$ cat config.mk
export PLATFORM = sky130hd
export DESIGN_NAME = lm_sm_sequencer
export DESIGN_NICKNAME = d
export VERILOG_FILES = /design/src/rtl/lm_sm_sequencer.sv
export SDC_FILE = /design/constraint.sdc
export NUM_CORES = 1
export LEC_CHECK = 0
export BUFFER_PORTS_ARGS = -buffer_cell sky130_fd_sc_hd__buf_2
export CORE_MARGIN = 2
export CORE_UTILIZATION = 30
export CTS_BUF_LIST = sky130_fd_sc_hd__clkbuf_8
export DETAILED_ROUTE_END_ITERATION = 8
export HOLD_SLACK_MARGIN = 0.12
export PLACE_DENSITY = 0.6
export SLEW_MARGIN = 15
export SYNTH_ARGS = -nofsm -noshare
export SYNTH_HDL_FRONTEND = slang
export SYNTH_SLANG_ARGS = --single-unit
$ cat constraint.sdc
create_clock -name clk -period 2.2 [get_ports clk]
set_clock_uncertainty 0.1 [all_clocks]
set_input_delay 0.55 -clock clk [delete_from_list [all_inputs] [get_ports clk]]
set_output_delay 0.55 -clock clk [all_outputs]
set_load 0.01 [all_outputs]
$ cat src/rtl/lm_sm_sequencer.sv
// lm_sm_sequencer
//   Multicycle LM/SM (load/store multiple) sequencer for the NITC-RISC24 core.
//   One start request moves a masked set of registers to or from consecutive
//   memory words, lowest register first. The controller stalls on busy and
//   resumes on the one-cycle done pulse.
//
// Ports
//   clk, reset            clock; asynchronous active-high reset
//   start, is_store       request pulse (taken only in IDLE); 0=LM, 1=SM
//   base_addr, reg_mask   first address and register select mask, sampled with start
//   busy, done            in-flight indicator; one-cycle completion pulse
//   mem_addr/re/we/wdata  memory request; held stable until mem_ready
//   mem_rdata, mem_ready  memory response; a beat completes when mem_ready=1 in MEM
//   rf_ra, rf_rd          register read port (SM source, combinational)
//   rf_we, rf_wa, rf_wd   register write port (LM destination)
module lm_sm_sequencer #(
  parameter int DATA_W    = 16,
  parameter int ADDR_W    = 16,
  parameter int NREGS     = 8,
  parameter int ADDR_STEP = 1,
  localparam int IDX_W    = (NREGS > 1) ? $clog2(NREGS) : 1
) (
  input  logic              clk,
  input  logic              reset,
  input  logic              start,
  input  logic              is_store,
  input  logic [ADDR_W-1:0] base_addr,
  input  logic [NREGS-1:0]  reg_mask,
  output logic              busy,
  output logic              done,
  output logic [ADDR_W-1:0] mem_addr,
  output logic              mem_re,
  output logic              mem_we,
  output logic [DATA_W-1:0] mem_wdata,
  input  logic [DATA_W-1:0] mem_rdata,
  input  logic              mem_ready,
  output logic [IDX_W-1:0]  rf_ra,
  input  logic [DATA_W-1:0] rf_rd,
  output logic              rf_we,
  output logic [IDX_W-1:0]  rf_wa,
  output logic [DATA_W-1:0] rf_wd
);

  typedef enum logic [1:0] {IDLE, MEM, WB, DONE} state_t;

  // Request context latched at start and walked down as beats complete.
  typedef struct packed {
    logic              is_store;
    logic [ADDR_W-1:0] addr;
    logic [NREGS-1:0]  mask;
  } ctx_t;

  state_t            state, state_nxt;
  ctx_t              ctx;
  logic [DATA_W-1:0] ld_data;
  logic [IDX_W-1:0]  idx;
  logic [NREGS-1:0]  mask_rest;
  logic              advance;

  // Lowest set bit wins: scan high to low so the last hit is the lowest.
  always_comb begin
    idx = '0;
    for (int i = NREGS - 1; i >= 0; i--) begin
      if (ctx.mask[i]) idx = IDX_W'(i);
    end
  end

  // Clearing the lowest set bit is the same as clearing mask[idx].
  assign mask_rest = ctx.mask & (ctx.mask - NREGS'(1));

  // A register slot is consumed at the end of WB (LM) or on an acked SM beat.
  assign advance = (state == WB) ||
                   ((state == MEM) && mem_ready && ctx.is_store);

  always_ff @(posedge clk or posedge reset) begin
    if (reset) begin
      state   <= IDLE;
      ctx     <= '0;
      ld_data <= '0;
    end else begin
      state <= state_nxt;
      if ((state == IDLE) && start) begin
        ctx.is_store <= is_store;
        ctx.addr     <= base_addr;
        ctx.mask     <= reg_mask;
      end
      if ((state == MEM) && mem_ready && !ctx.is_store)
        ld_data <= mem_rdata;
      if (advance) begin
        ctx.mask <= mask_rest;
        ctx.addr <= ctx.addr + ADDR_W'(ADDR_STEP);
      end
    end
  end

  always_comb begin
    state_nxt = state;
    unique case (state)
      IDLE: if (start) state_nxt = (reg_mask != '0) ? MEM : DONE;
      MEM: begin
        if (mem_ready) begin
          if (!ctx.is_store)        state_nxt = WB;
          else if (mask_rest != '0) state_nxt = MEM;
          else                      state_nxt = DONE;
        end
      end
      WB:      state_nxt = (mask_rest != '0) ? MEM : DONE;
      DONE:    state_nxt = IDLE;
      default: state_nxt = IDLE;
    endcase
  end

  // Outputs decode from registered state only, so reset zeroes them at once.
  always_comb begin
    busy      = 1'b0;
    done      = 1'b0;
    mem_addr  = '0;
    mem_re    = 1'b0;
    mem_we    = 1'b0;
    mem_wdata = '0;
    rf_ra     = '0;
    rf_we     = 1'b0;
    rf_wa     = '0;
    rf_wd     = '0;
    unique case (state)
      MEM: begin
        busy     = 1'b1;
        mem_addr = ctx.addr;
        if (ctx.is_store) begin
          mem_we    = 1'b1;
          rf_ra     = idx;
          mem_wdata = rf_rd;
        end else begin
          mem_re = 1'b1;
        end
      end
      WB: begin
        busy  = 1'b1;
        rf_wa = idx;
        rf_wd = ld_data;
        // R0 is the PC and belongs to the regfile: its slot is read but not written.
        rf_we = (idx != '0);
      end
      DONE:    done = 1'b1;
      default: ;
    endcase
  end

endmodule
; ---- Word level (Yosys, flattened, before mapping)
; Index checks and enable logic that the tools add are counted.
[totals]
word_cells = 56
inputBits = 61
regBits = 43
[classes]
muxes = 30
addsub = 2
n_bitwise = 1
n_reduce_logical = 13
n_eq_ne = 5
[op_table]
columns = operator, count
row1 = $mux W16, 4
row2 = $mux W24, 2
row3 = $mux W3, 11
row4 = $add A16 B1 Y16 const B, 1
row5 = $reduce_bool A8 Y1, 2
row6 = $mux W2, 5
row7 = $and A8 B8 Y8, 1
row8 = $pmux W2 S4, 1
row9 = $sub A8 B1 Y8 const B, 1
row10 = $mux W1, 7
row11 = $eq A2 B2 Y1 const B, 2
row12 = $logic_and A1 B1 Y1, 4
row13 = $ne A2 B2 Y1 const B, 2
row14 = $reduce_bool A3 Y1, 1
row15 = $eq A2 B1 Y1 const B, 1
row16 = $logic_not A2 Y1, 1
row17 = $reduce_and A2 Y1, 1
row18 = $reduce_bool A2 Y1, 1
row19 = $reduce_or A2 Y1, 1
row20 = $logic_not A1 Y1, 1
row21 = $logic_or A1 B1 Y1, 1

; ---- Logic depth before layout (Yosys ltp)
; Gate-level depths: netlist of the first run.
[depth]
depth_word = 10
depth_mapped = 8

; ---- Worst setup path before layout of the first run
; No wires, ideal clock.
[synth_path]
path_kind = register -> output
startpoint = register ctx[0] in the netlist's numbering
endpoint = output port rf_ra[2]
n_path_buf = 2
slack_ps = 72
path_stages_with_launch = 6
arrival_ps = 1478
t_required_ps = 1550
cell_sequence = dfrtp_1 > buf_6 > or4_4 > buf_6 > a21oi_1 > and2_1
[synth_between]
elab_chain_cells = 3
[synth_lines]
columns = item, line_no
row1 = from (decl), 54  ; ctx_t ctx;
row2 = $mux W3, 64  ; if (ctx.mask[i]) idx = IDX_W'(i);
row3 = $mux W3, 129  ; if (ctx.is_store) begin
row4 = $mux W3, 125  ; unique case (state)
row5 = to (decl), 37  ; output logic [IDX_W-1:0] rf_ra,
; No other way between the ends.

; ---- Final worst setup path of the first run
[layout_path]
startpoint = register ctx[6] in the netlist's numbering
endpoint = output port rf_we
[layout_between]
elab_chain_cells = 9
[layout_lines]
columns = item, line_no
row1 = $mux W3 (7 in series), 64
row2 = $reduce_bool A3 Y1, 142  ; rf_we = (idx != '0);
row3 = $mux W1, 125
row4 = to (decl), 39  ; output logic rf_we,
; No other way between the ends.

==> flow_summary.toml, run 1 <==
[cts]
cts_max_level = 2
clockBufferDepth = 2
cts.sinks = 43
cts.clk_slew.worst_paths_ns = 0.08
clock_latency_ns = 0.30
cts_buffers = 5
cts_tree = "done"
cts_root_buf = "clkbuf_8"

[yosys]
synth-seq-cells = 43
synth.avg_cell_area_sq_um = 9.18
yosysSeqAreaShare_pct = 41.1
synth_xor_xnor_area_share_pct = 0
yosys.area_share.simple_pct = 26.9
synth_top_family_by_area = "simple AND/OR/NAND/NOR gates"
synthAdderAreaFrac_pct = 3.25
synth-compound-area-share_pct = 16.2
yosysWarnings = 0
muxShareOfSynthArea_pct = 7.70
synth.distinct_cells = 45
syn-cell-area_sq_mm = 0.00262
synthCells = 285
syn_nets = 352

[timing]
fin_crit_ns = 2.33
setup-tns-final_ns = -0.364
slew_violations = 0
worstMarginPinSlew_ns = 0.517
final-setup-viol-count = 5
rsz0062_at_grt = "true"
relSlewSlack_pct = 65.5
post-route-period-util_pct = 106
hold_viol_final = 0
max_freq_mhz = 428
fin_ws_ns = -0.134

[grt]
grt_usage_pct = 16.1
overflow = 0
grt_pass1_vias = 2555
grt_pass1_wl_microns = 12600
grt_max_degree = 31
antenna_found_initial = 0

[power_and_ir_drop]
p_sw_mw = 2.19
pwr-share-seq_pct = 27.7
leakagePower_nw = 1.93
p_per_area_mw_per_mm2 = 1400
ir_drop_mv = 0.463
pwr-share-comb_pct = 59.9
clockPowerShare_pct = 12.4
p_int_mw = 3.05
p_sw_share_pct = 41.8

[floorplanning]
core-area_sq_mm = 0.00859
io_pins = 120
fp.dieH_microns = 97.4
core.rowCount = 34
die_w_microns = 97.4
start_util_pct = 30.4
dieArea_sq_mm = 0.00948

[drt]
drt_iter0_drc = 73
wl_per_cell_microns = 14.3
ant_nets = 0
wl_microns = 7660
first_pass_iters = 4
route.vias.total = 2614
drc_errors = 0
avgViaCountPerCell = 4.90

[final_layout]
multi_input_area_sq_mm = 0.00149
seqCellArea_sq_mm = 0.00108
nets = 492
fin_util_pct = 43.5
nFillCells = 863
final_layout_size_suffix_gt1_share_pct = 46.7
num_antenna_cells = 0
areaGrowthSynthToFinish_pct = 42.8

[placement]
gp_congestion = 0.788
io_buffers = 119
pre_cts_ws_ns = 0.128
dp_hpwl_microns = 5760

[outcome]
status = "complete, but fails checks"
violations = "negative setup slack"

[hold_path]
hold_class = "in2async"

[setup_path]
r2r_cells = 8
crit_required_ns = 1.55
end_kind = "output pin"
r2r_setup_slack_ns = 0.18
max_stage_delay_ns = 0.43
start_kind = "register"
critical_path_arrival_ns = 1.68
crit_type = "reg2out"
path_max_fanout = 4
cp_cell_sequence = "nor2_2 -> nor3_1 -> nor3_1 -> nor3_1 -> o31a_1 -> buf_2"
cp_slowest_cell = "dfrtp_1"
cpMostUsedCell = "nor3_1"

[job]
max_cap_viol_count = 0
## critical path, delay by kind of cell (launching register included)
kind,cells,cell delay [ns]
compound gates,1,0.25
buf+inv,1,0.14
flops,1,0.43
simple gates,4,0.57
## layout make-up
cell class	instances	area share (%)
clock buffers	6	2.21
clock inverters	2	0.938
inverters	9	0.904
multi-input cells	215	39.8
flip-flops and latches	43	28.9
well taps	108	3.62
repair buffers	151	23.7
## repair_timing
item | CTS | global route
hold buffers | 0 | 0
pin swaps | 8 | 5
resized for setup | 12 | 17
setup buffers | 12 | 0
setup endpoints to repair | 54 | 55
## path summary, 6_finish.rpt
check / startpoint / endpoint
worst max-delay path: ctx[6]$_DFFE_PP0P_ / rf_we
worst min-delay path: reset / ctx[15]$_DFFE_PP0P_
worst max register to register: state[1]$_DFFE_PP0P_ / ctx[22]$_DFFE_PP0P_
worst min register to register: ld_data[7]$_DFFE_PP0P_ / ld_data[7]$_DFFE_PP0P_
max in group asynchronous: reset / ld_data[7]$_DFFE_PP0P_
min in group clk: mem_rdata[14] / ld_data[14]$_DFFE_PP0P_
## registers in the layout (all words and copies together), names as in the netlist
register,flops
ld_data,16
ctx,25
state,2
## synth_stat cells, drive strengths merged
library cell / count / area [sq um]
o32ai: 1 / 8.76
a311oi: 4 / 35.0
o31a: 2 / 17.5
inv: 9 / 33.8
nor2b: 1 / 6.26
a22o: 6 / 52.6
a221o: 1 / 10.0
a22oi: 1 / 7.51
nor2: 24 / 92.6
mux2i: 1 / 10.0
a31oi: 2 / 12.5
o211ai: 1 / 7.51
nand2: 18 / 67.6
nor4: 3 / 18.8
a21boi: 1 / 7.51
a21oi: 15 / 75.1
or4: 1 / 11.3
nand3: 6 / 30.0
a31o: 1 / 8.76
o22a: 2 / 17.5
nor3b: 2 / 20.0
a211oi: 10 / 80.1
clkbuf: 11 / 42.5
a21o: 1 / 7.51
ha: 6 / 75.1
o31ai: 1 / 7.51
dfrtp: 43 / 1080
o21ai: 11 / 55.1
nand4: 3 / 18.8
buf: 7 / 50.1
and3: 20 / 125
maj3: 1 / 10.0
mux2: 17 / 191
nor3: 10 / 55.1
o21bai: 1 / 7.51
and4: 3 / 26.3
o22ai: 1 / 6.26
and2: 37 / 231
## metal layers
layer | share of wire, % | track usage, % | wire length, microns
met2 | 49 | 27.2 | 3790
met1 | 45 | 21.4 | 3420
met4 | 0.95 | 3.42 | 73
met5 | 0 | 0 | 0
met3 | 4.9 | 3.31 | 378
## cells by family after synthesis
| kind of cell | count (synthesis) |
|---|---|
| and+or+nand+nor | 128 |
| AOI/OAI and AO/OA | 62 |
| DFF | 43 |
| buffers and inverters | 27 |
| muxes | 18 |
| adders and majority gates | 7 |
## power groups by stage
stage	sequential, mW	combinational (mW)	clock, mW
2_1_floorplan	1.37	1.91	0
3_3_place_gp	1.45	2.75	0
3_5_place_dp	1.46	2.81	0
4_1_cts	1.44	3.05	0.675
5_1_grt	1.51	3.48	0.712
6_report	1.45	3.14	0.650
## placed cells by master (no fill, tap or decap), types with 5 or more instances in the layout
cell type,Yosys,final
nor2_1,23,21
nand2_1,18,18
clkbuf_8,0,6
nand3_1,6,6
and2_1,37,35
a211oi_1,9,9
buf_4,1,28
o21ai_0,11,11
a21oi_1,15,13
inv_2,0,5
nor3_1,9,9
dfrtp_1,43,41
buf_2,4,117
mux2_2,17,17
a22o_1,6,6
and3_1,20,20
## through the flow
stage	hold slack (ns)	power, mW	instances	area [sq um]
after floorplan	0.371	3.28	285	2620
after global placement	0.379	4.20	514	3420
after detailed placement	0.385	4.27	514	3420
after CTS	0.187	5.16	534	3670
after global routing	0.211	5.70	534	3740
final	0.178	5.24	534	3740
Power figures use the tool's default switching activity.
==> run 2, diff against run 1 <==
--- a/config.mk
+++ b/config.mk
@@ -7,11 +7,12 @@
 export LEC_CHECK = 0
 export BUFFER_PORTS_ARGS = -buffer_cell sky130_fd_sc_hd__buf_2
 export CORE_MARGIN = 2
-export CORE_UTILIZATION = 30
+export CORE_UTILIZATION = 44
 export CTS_BUF_LIST = sky130_fd_sc_hd__clkbuf_8
+export CTS_CLUSTER_SIZE = 40
 export DETAILED_ROUTE_END_ITERATION = 8
 export HOLD_SLACK_MARGIN = 0.12
-export PLACE_DENSITY = 0.6
+export PLACE_DENSITY = 0.84
 export SLEW_MARGIN = 15
 export SYNTH_ARGS = -nofsm -noshare
 export SYNTH_HDL_FRONTEND = slang
==> constraint.sdc (replaced) <==
create_clock -name clk -period 2 [get_ports clk]
set_clock_uncertainty 0.1 [all_clocks]
set_input_delay 0.5 -clock clk [delete_from_list [all_inputs] [get_ports clk]]
set_output_delay 0.5 -clock clk [all_outputs]
set_load 0.01 [all_outputs]
==> flow_summary.toml, run 2 (same netlist as run 1, synthesis figures left out) <==
[outcome]
status = "complete, but fails checks"
violations = "negative setup slack"

[cts]
cts_tree = "done"
cts_root_buf = "clkbuf_8"
cts.sinks = 43
cts.clk_slew.worst_paths_ns = 0.09
clockBufferDepth = 2
cts_buffers = 5
clock_latency_ns = 0.32
cts_max_level = 2

[power_and_ir_drop]
pwr-share-comb_pct = 70.7
p_sw_mw = 3.34
leakagePower_nw = 2.20
pwr-share-seq_pct = 21.6
ir_drop_mv = 1.03
p_sw_share_pct = 42.7
p_per_area_mw_per_mm2 = 1690
p_int_mw = 4.48
clockPowerShare_pct = 7.6
power_mw = 7.82

[final_layout]
nets = 515
layout_commonest_cell = "buf_2"
final_area_sq_mm = 0.00461
fin_util_pct = 79.3
largest_reg_flops = 25
final_layout_size_suffix_gt1_share_pct = 63.0
top_register = "ctx"
final_cell_mix = "72 x buf_2, 58 x buf_6, 42 x dfrtp_1, 36 x and2_4, 30 x buf_4"
stdcell_count = 525
areaGrowthSynthToFinish_pct = 76.3
top_regs = "ctx (25), ld_data (16), state (2)"

[grt]
grt_pass1_vias = 2807
antenna_found_initial = 1
grt_max_degree = 28
overflow = 0
grt_pass1_wl_microns = 13100
grt_usage_pct = 25.7

[floorplanning]
core.rowCount = 28
dieArea_sq_mm = 0.00658
core-area_sq_mm = 0.00582
start_util_pct = 45.0
fp.dieH_microns = 81.1
io_pins = 120
die_w_microns = 81.1

[drt]
drc_errors = 0
avgViaCountPerCell = 6.04
wl_per_cell_microns = 21.7
first_pass_iters = 6
wl_microns = 11400
ant_nets = 0
drt_iter0_drc = 304
route.vias.total = 3173

[timing]
setup-tns-final_ns = -8.76
fin_crit_ns = 2.33
final-setup-viol-count = 72
slew_violations = 0
hold_viol_final = 0
post-route-period-util_pct = 117
hold_slack_ns = 0.321
relSlewSlack_pct = 56.3
worstMarginPinSlew_ns = 0.652
rsz0062_at_grt = "true"
max_freq_mhz = 429
fin_ws_ns = -0.330

[setup_path]
critical_path_arrival_ns = 1.73
end_kind = "output pin"
crit_type = "reg2out"
reg2reg_from = "state[1]$_DFFE_PP0P_"
path_max_fanout = 4
crit_required_ns = 1.40
r2r_setup_slack_ns = -0.16
start_kind = "register"
timing.rr.end = "ctx[15]$_DFFE_PP0P_"
r2r_cells = 10

[hold_path]
hp-start = "mem_rdata[6]"
hold_path_depth = 2
hold_class = "in2reg"
worstHoldEndpoint = "ld_data[6]$_DFFE_PP0P_"

[job]
max_cap_viol_count = 0

[placement]
io_buffers = 119
pre_cts_ws_ns = 0.0318
dp_hpwl_microns = 5320
placed_cell_area_sq_mm = 0.00344
dp.cells = 484
gp_congestion = 0.895
## run 2: what timing repair did
action                     CTS  global route
buffers inserted            20             7
hold endpoints to repair    16             0
hold buffers                 1             0
setup endpoints to repair   57            73
gates resized for setup     57           100
cloned                       4             5
pin swaps                   26            16
## run 2: area by class of cell
class	instances	area (sq um)
Antenna cell	1	2.50
Clock buffer	5	68.8
Clock inverter	3	20.0
Fill cell	338	1200
Inverter	9	33.8
Multi-Input combinational cell	215	1780
Sequential cell	43	1080
Tap cell	75	93.8
Timing Repair Buffer	174	1540
## run 2: metal layers
layer	up-vias	track usage, %	wire [microns]
met1	1528	31.7	4060
met3	71	4.11	803
met5	-	0	0
met4	0	10.3	624
li1	1355	-	-
met2	219	44.8	5890
## run 2: worst max-delay path by stage
stage | endpoint | startpoint | slack [ns] | cells past startpoint
floorplan | rf_we | ctx[0]$_DFFE_PP0P_ | -0.05 | 5
global placement | rf_we | ctx[2]$_DFFE_PP0P_ | 0.09 | 4
detailed placement | ctx[10]$_DFFE_PP0P_ | state[0]$_DFFE_PP0P_ | 0.03 | 7
CTS | rf_we | ctx[0]$_DFFE_PP0P_ | -0.28 | 4
global route | rf_wa[1] | ctx[4]$_DFFE_PP0P_ | -0.37 | 5
finish | rf_we | ctx[7]$_DFFE_PP0P_ | -0.33 | 6
## run 2: power by group through the flow
stage                     Clock, mW  Combinational, mW  Sequential (mW)
after floorplan                   0               2.15             1.50
after global placement            0               3.03             1.57
after detailed placement          0               3.11             1.60
after CTS                     0.572               4.15             1.59
after global routing          0.621               5.76             1.73
final                         0.598               5.53             1.69
## run 2: worst max-delay path, stage by stage (launching register included)
cell and delay (ns):
dfrtp_1 0.45, nor2_2 0.18, nor3_2 0.07, nor3_2 0.22
nor3_1 0.12, o31a_1 0.24, buf_2 0.14
==> run 3, diff against run 2 <==
--- a/config.mk
+++ b/config.mk
@@ -13,6 +13,7 @@
 export DETAILED_ROUTE_END_ITERATION = 8
 export HOLD_SLACK_MARGIN = 0.12
 export PLACE_DENSITY = 0.84
+export REMOVE_ABC_BUFFERS = 1
 export SLEW_MARGIN = 15
 export SYNTH_ARGS = -nofsm -noshare
 export SYNTH_HDL_FRONTEND = slang
==> flow_summary.toml, run 3 (same netlist as run 1, synthesis figures left out) <==
[grt]
grt_max_degree = 44
grt_usage_pct = 24.0
overflow = 0
grt_pass1_vias = 2615
grt_pass1_wl_microns = 12300
antenna_found_initial = 0

[power_and_ir_drop]
p_sw_mw = 2.98
pwr-share-seq_pct = 23.1
clockPowerShare_pct = 8.3
ir_drop_mv = 0.940
p_sw_share_pct = 41.9
power_mw = 7.10
p_per_area_mw_per_mm2 = 1630
pwr-share-comb_pct = 68.6
p_int_mw = 4.12
leakagePower_nw = 2.09

[setup_path]
max_stage_delay_ns = 0.56
start_kind = "register"
crit_required_ns = 1.40
crit_type = "reg2out"
path_buf_inv = 1
cp_cell_sequence = "or4_4 -> a21oi_4 -> and2_1 -> buf_2"
cp_slowest_cell = "or4_4"
critPathTopFamily = "simple AND/OR/NAND/NOR gates"
end_kind = "output pin"
critical_path_arrival_ns = 1.66
path_max_fanout = 3

[cts]
cts.clk_slew.worst_paths_ns = 0.10
cts_tree = "done"
cts_max_level = 2
cts_root_buf = "clkbuf_8"
cts_buffers = 5
cts.sinks = 43
clockBufferDepth = 2
clock_latency_ns = 0.31
ctsHoldBuffers = 0

[drt]
first_pass_iters = 4
avgViaCountPerCell = 5.65
drt_iter0_drc = 140
ant_nets = 0
wl_microns = 9650
wl_per_cell_microns = 18.6
drc_errors = 0
route.vias.total = 2928

[timing]
fin_ws_ns = -0.259
rsz0062_at_grt = "true"
relSlewSlack_pct = 63.7
worstMarginPinSlew_ns = 0.544
setup-tns-final_ns = -4.94
slew_violations = 0
post-route-period-util_pct = 113
fin_crit_ns = 2.26
max_freq_mhz = 443
hold_viol_final = 0
final-setup-viol-count = 56
hold_slack_ns = 0.211

[final_layout]
num_antenna_cells = 0
layout_commonest_cell = "buf_2"
nets = 509
fin_util_pct = 74.7
largest_reg_flops = 25
final_area_sq_mm = 0.00435
top_register = "ctx"
top_regs = "ctx (25), ld_data (16), state (2)"
final_cell_mix = "70 x buf_2, 58 x buf_6, 40 x dfrtp_1, 36 x buf_4, 32 x and2_4"
stdcell_count = 518
final_layout_size_suffix_gt1_share_pct = 60.7
areaGrowthSynthToFinish_pct = 66.1

[placement]
io_buffers = 119
dp_hpwl_microns = 5260
dp.cells = 489
placed_cell_area_sq_mm = 0.00345
pre_cts_ws_ns = -0.0495
gp_congestion = 0.815

[floorplanning]
die_w_microns = 81.1
io_pins = 120
core-area_sq_mm = 0.00582
fp.dieH_microns = 81.1
dieArea_sq_mm = 0.00658
start_util_pct = 45.0
core.rowCount = 28

[outcome]
violations = "negative setup slack"
status = "complete, but fails checks"

[hold_path]
hold_class = "in2async"

[job]
max_cap_viol_count = 0
run 3: cell types whose count changed in the layout (fill, tap and decap cells not counted), sizes merged:
cell / delta
buf: -3
clkbuf: -2
clkinv: -1
diode: -1
dlygate4sd3: -1
inv: +1
run 3: worst reg2reg max path, stage by stage (launching register included):
cell     delay [ns]
dfrtp_2        0.47
ha_4           0.19
buf_6          0.14
a31oi_1        0.19
buf_4          0.21
buf_4          0.14
buf_4          0.10
o21ai_0        0.07
a221o_1        0.30
run 3: area by class of cell:
type | count | area [sq um]
clock inverter | 3 | 23.8
tap | 75 | 93.8
sequential | 43 | 1080
timing repair buffer | 168 | 1350
multi-input combinational | 215 | 1690
inverter | 9 | 36.3
fill | 393 | 1470
clock buffer | 5 | 68.8
run 3: what timing repair did:
| action | 4_1_cts | 5_1_grt |
|---|---|---|
| pin swaps | 22 | 7 |
| hold endpoints to repair | 0 | 0 |
| setup buffers | 12 | 7 |
| setup endpoints to repair | 57 | 69 |
| gates resized for setup | 66 | 74 |
| cloned | 2 | 1 |
run 3: metal layers:
layer / share of wire [%] / wire length (microns) / vias to the layer above / GRT usage, %
li1: - / - / 1333 / -
met1: 38 / 3690 / 1394 / 29.7
met2: 51 / 4910 / 159 / 43.1
met3: 6.3 / 608 / 42 / 3.56
met4: 4.6 / 442 / 0 / 7.29
met5: 0 / 0 / - / 0
run 3: worst paths after layout:
path	start	endpoint	slack, ns	cells after the start
max	ctx[3]$_DFFE_PP0P_	rf_ra[2]	-0.26	4
min	reset	ctx[1]$_DFFE_PP0P_	0.21	3
max in group asynchronous	reset	ctx[5]$_DFFE_PP0P_	1.19	3
min reg2reg	ld_data[7]$_DFFE_PP0P_	ld_data[7]$_DFFE_PP0P_	0.41	1
max reg2reg	state[0]$_DFFE_PP0P_	ctx[10]$_DFFE_PP0P_	-0.02	8
min in group clk	base_addr[14]	ctx[22]$_DFFE_PP0P_	0.32	3
run 3: power groups by stage:
stage | combinational, mW | clock [mW] | sequential, mW
after global placement | 3.08 | 0 | 1.56
after detailed placement | 3.17 | 0 | 1.59
final | 4.87 | 0.592 | 1.64
after floorplan | 1.88 | 0 | 1.57
after CTS | 3.92 | 0.594 | 1.58
after global routing | 5.19 | 0.634 | 1.69
